==> src/rtl/alu_pkg.sv <==
// Shared definitions for the seq_alu execute unit: FSM state encoding,
// funct3 decodes for base, branch and M-extension ops, and the M funct7.
package alu_pkg;

  typedef enum logic [1:0] {
    IDLE = 2'd0,
    MUL  = 2'd1,
    DIV  = 2'd2,
    DONE = 2'd3
  } state_t;

  // Base integer ops
  localparam logic [2:0] F3_ADD  = 3'b000;
  localparam logic [2:0] F3_SLL  = 3'b001;
  localparam logic [2:0] F3_SLT  = 3'b010;
  localparam logic [2:0] F3_SLTU = 3'b011;
  localparam logic [2:0] F3_XOR  = 3'b100;
  localparam logic [2:0] F3_SR   = 3'b101;
  localparam logic [2:0] F3_OR   = 3'b110;
  localparam logic [2:0] F3_AND  = 3'b111;

  // Branch conditions
  localparam logic [2:0] F3_BEQ  = 3'b000;
  localparam logic [2:0] F3_BNE  = 3'b001;
  localparam logic [2:0] F3_BLT  = 3'b100;
  localparam logic [2:0] F3_BGE  = 3'b101;
  localparam logic [2:0] F3_BLTU = 3'b110;
  localparam logic [2:0] F3_BGEU = 3'b111;

  // M-extension ops
  localparam logic [2:0] F3_MUL    = 3'b000;
  localparam logic [2:0] F3_MULH   = 3'b001;
  localparam logic [2:0] F3_MULHSU = 3'b010;
  localparam logic [2:0] F3_MULHU  = 3'b011;
  localparam logic [2:0] F3_DIV    = 3'b100;
  localparam logic [2:0] F3_DIVU   = 3'b101;
  localparam logic [2:0] F3_REM    = 3'b110;
  localparam logic [2:0] F3_REMU   = 3'b111;

  localparam logic [6:0] FUNCT7_M = 7'b0000001;

endpackage

==> src/rtl/div_iter.sv <==
// Radix-2 restoring divider on unsigned magnitudes. start loads the operands;
// one quotient bit is produced per cycle. done is asserted during the final
// iteration, and quotient/remainder then carry the completed values so the
// caller can latch them on that same edge.
module div_iter #(
  parameter int XLEN = 32
) (
  input  logic            clk,
  input  logic            reset,
  input  logic            clear,
  input  logic            start,
  input  logic [XLEN-1:0] dividend,
  input  logic [XLEN-1:0] divisor,
  output logic [XLEN-1:0] quotient,
  output logic [XLEN-1:0] remainder,
  output logic            done
);
  localparam int SHW = $clog2(XLEN);

  logic            busy;
  logic [SHW-1:0]  cnt;
  logic [XLEN-1:0] quo_q, rem_q, dvs_q;
  logic [XLEN:0]   shifted, diff;
  logic            fits;

  // One restoring step: shift in the next dividend bit, subtract if it fits.
  always_comb begin
    shifted   = {rem_q, quo_q[XLEN-1]};
    fits      = shifted >= {1'b0, dvs_q};
    diff      = shifted - {1'b0, dvs_q};
    remainder = fits ? diff[XLEN-1:0] : shifted[XLEN-1:0];
    quotient  = {quo_q[XLEN-2:0], fits};
    done      = busy && (cnt == SHW'(XLEN - 1));
  end

  // Iteration state; clear aborts an in-flight divide.
  always_ff @(posedge clk) begin
    if (reset || clear) begin
      busy  <= 1'b0;
      cnt   <= '0;
      quo_q <= '0;
      rem_q <= '0;
      dvs_q <= '0;
    end else if (start) begin
      busy  <= 1'b1;
      cnt   <= '0;
      quo_q <= dividend;
      rem_q <= '0;
      dvs_q <= divisor;
    end else if (busy) begin
      quo_q <= quotient;
      rem_q <= remainder;
      cnt   <= cnt + SHW'(1);
      if (done) busy <= 1'b0;
    end
  end

endmodule

==> src/rtl/seq_alu.sv <==
// Handshaked RV32I/RV32M execute unit. Base and branch ops finish in one
// registered cycle; multiply and divide iterate XLEN cycles, with the sign
// fix folded into the final iteration edge.
//
// Handshake: an op transfers on a rising edge where in_valid && in_ready
// (and no kill); a result transfers on a rising edge where
// out_valid && out_ready. result/br_taken stay stable while out_valid is
// high and out_ready is low.
module seq_alu
  import alu_pkg::*;
#(
  parameter int XLEN = 32
) (
  input  logic            clk,
  input  logic            reset,
  input  logic            in_valid,
  output logic            in_ready,
  input  logic [2:0]      funct3,
  input  logic [6:0]      funct7,
  input  logic            op_imm,
  input  logic            is_branch,
  input  logic [XLEN-1:0] src_a,
  input  logic [XLEN-1:0] src_b,
  input  logic            kill,
  output logic            out_valid,
  input  logic            out_ready,
  output logic [XLEN-1:0] result,
  output logic            br_taken
);
  localparam int SHW = $clog2(XLEN);
  localparam logic [XLEN-1:0]   ONE_X  = XLEN'(1);
  localparam logic [2*XLEN-1:0] ONE_2X = (2*XLEN)'(1);

  state_t state, state_next;

  logic              accept, is_m, is_mul, is_div;
  logic              a_signed, b_signed, sign_a, sign_b;
  logic [XLEN-1:0]   mag_a, mag_b, base_res;
  logic [SHW-1:0]    shamt;
  logic              br_cond, eq, lt_s, lt_u;

  logic [SHW-1:0]    cnt;
  logic [XLEN-1:0]   a_q, mag_a_q, res_q;
  logic [2*XLEN-1:0] prod_q, prod_step, prod_fix;
  logic [XLEN:0]     sum;
  logic [2:0]        f3_q;
  logic              neg_q, sa_q, div0_q, br_q, last_iter;
  logic [XLEN-1:0]   mul_res, div_res, quo_fix, rem_fix;
  logic [XLEN-1:0]   div_quo, div_rem;
  logic              div_done;

  assign in_ready  = (state == IDLE);
  assign out_valid = (state == DONE);
  assign result    = res_q;
  assign br_taken  = br_q;
  assign accept    = in_valid && in_ready && !kill;
  assign last_iter = (cnt == SHW'(XLEN - 1));

  // Decode, operand magnitudes, single-cycle ALU and branch compare.
  always_comb begin
    is_m     = !op_imm && !is_branch && (funct7 == FUNCT7_M);
    is_mul   = is_m && !funct3[2];
    is_div   = is_m && funct3[2];
    a_signed = 1'b0;
    b_signed = 1'b0;
    if (is_mul) begin
      a_signed = (funct3 != F3_MULHU);
      b_signed = (funct3 == F3_MUL) || (funct3 == F3_MULH);
    end else if (is_div) begin
      a_signed = !funct3[0];
      b_signed = !funct3[0];
    end
    sign_a = a_signed && src_a[XLEN-1];
    sign_b = b_signed && src_b[XLEN-1];
    mag_a  = sign_a ? (~src_a + ONE_X) : src_a;
    mag_b  = sign_b ? (~src_b + ONE_X) : src_b;

    shamt = src_b[SHW-1:0];
    eq    = (src_a == src_b);
    lt_s  = ($signed(src_a) < $signed(src_b));
    lt_u  = (src_a < src_b);

    base_res = '0;
    case (funct3)
      F3_ADD:  base_res = (!op_imm && funct7[5]) ? (src_a - src_b) : (src_a + src_b);
      F3_SLL:  base_res = src_a << shamt;
      F3_SLT:  base_res = {{(XLEN-1){1'b0}}, lt_s};
      F3_SLTU: base_res = {{(XLEN-1){1'b0}}, lt_u};
      F3_XOR:  base_res = src_a ^ src_b;
      F3_SR:   base_res = funct7[5] ? XLEN'($signed(src_a) >>> shamt) : (src_a >> shamt);
      F3_OR:   base_res = src_a | src_b;
      default: base_res = src_a & src_b;
    endcase

    br_cond = 1'b0;
    case (funct3)
      F3_BEQ:  br_cond = eq;
      F3_BNE:  br_cond = !eq;
      F3_BLT:  br_cond = lt_s;
      F3_BGE:  br_cond = !lt_s;
      F3_BLTU: br_cond = lt_u;
      F3_BGEU: br_cond = !lt_u;
      default: br_cond = 1'b0;
    endcase
  end

  // Multiply step plus sign restoration, and divide sign/special-case fixup.
  always_comb begin
    sum       = {1'b0, prod_q[2*XLEN-1:XLEN]} + (prod_q[0] ? {1'b0, mag_a_q} : '0);
    prod_step = {sum, prod_q[XLEN-1:1]};
    prod_fix  = neg_q ? (~prod_step + ONE_2X) : prod_step;
    mul_res   = (f3_q == F3_MUL) ? prod_fix[XLEN-1:0] : prod_fix[2*XLEN-1:XLEN];

    quo_fix = div0_q ? '1 : (neg_q ? (~div_quo + ONE_X) : div_quo);
    rem_fix = div0_q ? a_q : (sa_q ? (~div_rem + ONE_X) : div_rem);
    div_res = f3_q[1] ? rem_fix : quo_fix;
  end

  // Next-state logic; kill wins over everything else.
  always_comb begin
    state_next = state;
    case (state)
      IDLE: if (accept) state_next = is_mul ? MUL : (is_div ? DIV : DONE);
      MUL:  if (last_iter) state_next = DONE;
      DIV:  if (div_done) state_next = DONE;
      DONE: if (out_ready) state_next = IDLE;
      default: state_next = IDLE;
    endcase
    if (kill) state_next = IDLE;
  end

  // State register.
  always_ff @(posedge clk) begin
    if (reset) state <= IDLE;
    else       state <= state_next;
  end

  // Operand capture, multiply iteration and result latch.
  always_ff @(posedge clk) begin
    if (reset) begin
      cnt     <= '0;
      a_q     <= '0;
      mag_a_q <= '0;
      prod_q  <= '0;
      f3_q    <= '0;
      neg_q   <= 1'b0;
      sa_q    <= 1'b0;
      div0_q  <= 1'b0;
      res_q   <= '0;
      br_q    <= 1'b0;
    end else if (kill) begin
      cnt <= '0;
    end else begin
      if (accept) begin
        cnt     <= '0;
        a_q     <= src_a;
        mag_a_q <= mag_a;
        prod_q  <= {{XLEN{1'b0}}, mag_b};
        f3_q    <= funct3;
        neg_q   <= sign_a ^ sign_b;
        sa_q    <= sign_a;
        div0_q  <= (src_b == '0);
        if (!is_m) begin
          res_q <= is_branch ? '0 : base_res;
          br_q  <= is_branch && br_cond;
        end
      end
      if (state == MUL) begin
        prod_q <= prod_step;
        cnt    <= cnt + SHW'(1);
        if (last_iter) begin
          res_q <= mul_res;
          br_q  <= 1'b0;
        end
      end
      if (state == DIV) begin
        cnt <= cnt + SHW'(1);
        if (div_done) begin
          res_q <= div_res;
          br_q  <= 1'b0;
        end
      end
    end
  end

  div_iter #(.XLEN(XLEN)) u_div (
    .clk      (clk),
    .reset    (reset),
    .clear    (kill),
    .start    (accept && is_div),
    .dividend (mag_a),
    .divisor  (mag_b),
    .quotient (div_quo),
    .remainder(div_rem),
    .done     (div_done)
  );

endmodule
==> config.mk <==
export PLATFORM = sky130hd
export DESIGN_NAME = seq_alu
export DESIGN_NICKNAME = d
export VERILOG_FILES = /design/src/rtl/alu_pkg.sv /design/src/rtl/div_iter.sv /design/src/rtl/seq_alu.sv
export SDC_FILE = /design/constraint.sdc
export NUM_CORES = 2
export LEC_CHECK = 0
export ABC_AREA = 1
export CAP_MARGIN = 20
export CORE_MARGIN = 4
export CORE_UTILIZATION = 25
export CTS_CLUSTER_DIAMETER = 50
export CTS_CLUSTER_SIZE = 25
export DETAILED_ROUTE_END_ITERATION = 7
export PLACE_DENSITY = 0.49
export SETUP_SLACK_MARGIN = 0.5
export SLEW_MARGIN = 20
export SYNTH_ARGS = -nofsm -noshare
export SYNTH_HDL_FRONTEND = slang
export SYNTH_SLANG_ARGS = --single-unit
==> constraint.sdc <==
create_clock -name clk -period 4.7 [get_ports clk]
set_input_delay 0.47 -clock clk [delete_from_list [all_inputs] [get_ports clk]]
set_output_delay 0.47 -clock clk [all_outputs]
set_load 0.02 [all_outputs]
==> key figures <==
Outcome
  • Status: completed

Critical path
  • CP max FO: 6
  • Crit path DAT: 4.51 ns
  • Crit Path Class: register to register
  • Slowest cell on crit path: ha_1
  • Setup crit end kind: register
  • Most frequent CP cell: nand2_1
  • Crit path largest cell delay: ~0.42 ns
  • Worst Setup Start Kind: register
  • CP Data Required Time: 5.23 ns

Finish
  • Fillers: between 10,000 and 15,000
  • Final #Nets: 6,118
  • Share of post-route cells with drive strength above 1: under 10%
  • Synth-to-Final Area Change: 18.30%
  • Design area: 0.03748 mm^2

Clocking
  • Cts bufs inserted: 44
  • Cts hold-fix bufs: 0
  • Clock Pin Slew Worst Setup and Hold Paths: ~0.060 ns
  • CTS Root Cell: clkbuf_16
  • Clock Sinks: approximately 280
  • CTS tree: built
  • Htree depth: 2
  • Max Root-Sink Buffers: 3
  • Clk_lat worst skew: around 0.61 ns

Timing
  • Maximum clock rate: around 250 MHz
  • Actual slew at the worst max-slew pin: around 0.98 ns
  • TNS Setup: 0 ns
  • Max Slew Vio Count: 0
  • # setup viols final: 0
  • Worst Clk Skew: approximately 0.034 ns
  • Final min period: 3.977 ns
  • Final Hold Fails: 0
  • Worst slew margin: between 30 and 40%
  • RSZ-0062 raised after global routing: yes
  • Final Cycle Share: between 80% and 90%

Synth
  • Adder-Cell Fraction of Synth Area: under 10%
  • Distinct cells, synth: 69
  • Syn nets: approximately 6,000
  • EDFF count, synth: 0
  • Post-Synth Simple-Gate Area: a little under two fifths
  • Syn Area/Cell: between 5 and 6 um^2
  • Synth async-reset ratio: 0%
  • Synth Area in XOR/XNOR: between 3 and 4%
  • Ys flop type: dfxtp_1
  • Largest family of logic cells by synthesized area: simple AND/OR/NAND/NOR gates
  • Number of synthesized register bits: ~280
  • Post-Syn Area: approximately 0.032 mm^2
  • Seq/Total Area, Yosys: 17.38%
  • Syn Inst Count: between 5,000 and 6,000
  • Synth Area in Compound Gates: 21.85%
  • Mux share of post-synthesis cell area: 0.4423%
  • Ys Warns: 0

Die
  • Die footprint: 0.1325 mm^2
  • Die height: 364.0 um
  • Io pins: 116
  • Core ar.: approximately 0.13 mm^2
  • Starting Density: between 20% and 30%
  • Row Count: 130
  • Die width: approximately 360 um

Pwr
  • Max VDD drop: 0.3040 mV
  • Leakage: approximately 18 nW
  • PwrDens: ~230 mW/mm^2

Hold path
  • Hold Crit Class: input pin to register

Global route
  • Vias in the first global route: approximately 37,000
  • Overall Global Routing Usage: 27.20%
  • First-pass GRT wire length: roughly 260,000 um
  • Antenna violations before repair: 9
  • Gr ovfl total: 0
  • Largest net degree at the start of global routing: a little under 90

Placed design
  • Number of port buffers: 115
  • Placed inst area: ~0.036 mm^2
  • Post-DP HPWL: ~150,000 um
  • Final GP Congestion: 1.047

Detailed routing
  • DR WL/cell: 24.82 um
  • DRT Wirelength: 187,400 um
  • First-pass DRT Iterations: 7
  • Vias per cell: between 5 and 6
  • DRT iter0 DRCs: between 4,000 and 5,000
  • DRC: 0
  • Vias: slightly below 40,000
  • Post-DRT Antenna Nets: 0

Run
  • Max-cap viol count: 0
[through the flow]
step | hold slack [ns] | worst slack (ns) | instances | total power (W) | util [%]
detailed placement | 0.4471 | 0.3021 | 7461 | 0.005190 | 28.45
global placement | 0.4397 | 0.3522 | 7461 | 0.005206 | 28.45
finish | 0.3010 | 0.7230 | 7552 | 0.008744 | 29.81
CTS | 0.2688 | 0.5375 | 7543 | 0.008706 | 29.67
floorplan | 0.4297 | 1.067 | 5712 | 0.003979 | -
global route | 0.3255 | 0.4140 | 7546 | 0.009063 | 29.80
[placed cells by master (no fill, tap or decap), types with 8 or more instances in the layout]
cell	count
a211oi_1	8
a21oi_1	507
a21oi_2	8
a221oi_1	12
a31oi_1	30
buf_4	234
clkbuf_16	45
clkdlybuf4s50_1	112
clkinv_1	16
dfxtp_1	273
ha_1	173
inv_1	739
inv_2	13
inv_6	9
mux2i_1	14
nand2_1	1696
nand2_2	22
nand3_1	353
nand3b_1	14
nand4_1	62
nor2_1	524
nor2_2	28
nor2_4	8
nor3_1	70
nor3_2	8
nor4_1	20
o2111ai_1	12
o211ai_1	72
o21a_1	20
o21ai_0	466
o21ai_1	20
o21bai_1	11
o221ai_1	18
o22ai_1	30
or2_2	13
xnor2_1	10
xor2_1	114
[path summary, 6_finish.rpt]
path | startpoint | endpoint | slack (ns) | cells after the start
worst max-delay path | u_div.dvs_q[30] | result[30] | 0.72 | 28
worst min-delay path | reset | prod_q[9] | 0.30 | 2
worst max register to register | u_div.dvs_q[30] | result[30] | 0.72 | 28
worst min register to register | a_q[18] | a_q[18] | 0.46 | 2
[synthesized netlist by cell type, types with 13 or more instances]
cell | n | area share [%]
nand2_1 | 1697 | 20
nand3_1 | 356 | 5.6
nand2_2 | 21 | 0.41
o221ai_1 | 18 | 0.50
o22ai_1 | 30 | 0.59
buf_2 | 16 | 0.25
nor4_1 | 20 | 0.39
xor2_1 | 115 | 3.2
clkinv_1 | 14 | 0.17
nor3_1 | 75 | 1.2
a21oi_1 | 512 | 8.1
dfxtp_1 | 275 | 17
o21ai_0 | 469 | 7.4
o21ai_1 | 18 | 0.28
or2_2 | 13 | 0.26
nand3b_1 | 14 | 0.33
o211ai_1 | 72 | 1.7
inv_1 | 742 | 8.8
clkbuf_1 | 202 | 2.4
o21a_1 | 20 | 0.47
a31oi_1 | 30 | 0.59
nor2_2 | 20 | 0.39
buf_1 | 28 | 0.33
nor2_1 | 534 | 6.3
mux2i_1 | 14 | 0.44
nand4_1 | 62 | 1.2
ha_1 | 174 | 6.9
[kinds of logic (layout without fill, tap and decap cells)]
family	Yosys count	count (layout)
AOI/OAI and AO/OA	1250	1250
xor gates and xnor gates	128	128
adders and majority gates	178	178
buffers and inverters	1023	1206
DFF	275	275
muxes	14	14
other	0	7
and+or+nand+nor	2844	2844
[routing by layer]
layer | vias to the layer above | track usage [%] | wire length (um)
met4 | 4 | 15.13 | 12740
met5 | - | 0 | 25
met1 | 18606 | 35.64 | 78870
li1 | 18877 | - | -
met2 | 1905 | 42.28 | 79670
met3 | 405 | 4.714 | 16140
[power by group]
| part | switching [W] | internal [W] |
|---|---|---|
| logic | 0.00196 | 0.000784 |
| registers | 0.0000857 | 0.00241 |
| clock network | 0.00142 | 0.00208 |
[sequential cells by signal, summed over array words and instances, names as in the netlist, 31 cells and up]
name / cells
a_q: 32
mag_a_q: 31
prod_q: 64
result: 32
u_div.dvs_q: 32
u_div.quo_q: 32
u_div.rem_q: 32
[worst max-delay path, delay by kind of cell, from the launching register on]
kind / cells / cell delay, ns
simple gates: 15 / 1.72
compound gates: 7 / 1.06
fa+ha+maj: 2 / 0.56
flops: 1 / 0.30
buf+inv: 4 / 0.27
[layout make-up]
class	instances	area, um^2	area share, %
Antenna cell	7	17.52	0.04673
Clock buffer	52	1151	3.071
Clock inverter	30	384.1	1.025
Inverter	768	2883	7.691
Multi-Input combinational cell	4414	22420	59.82
Sequential cell	275	5508	14.69
Tap cell	1650	2064	5.508
Timing Repair Buffer	356	3053	8.145
[timing repair]
action | 4_1_cts | 5_1_grt
buffers inserted | 0 | 1
resized for setup | 3 | 24
setup endpoints to repair | 6 | 22
Note: power is estimated with default switching activity, not from simulation.
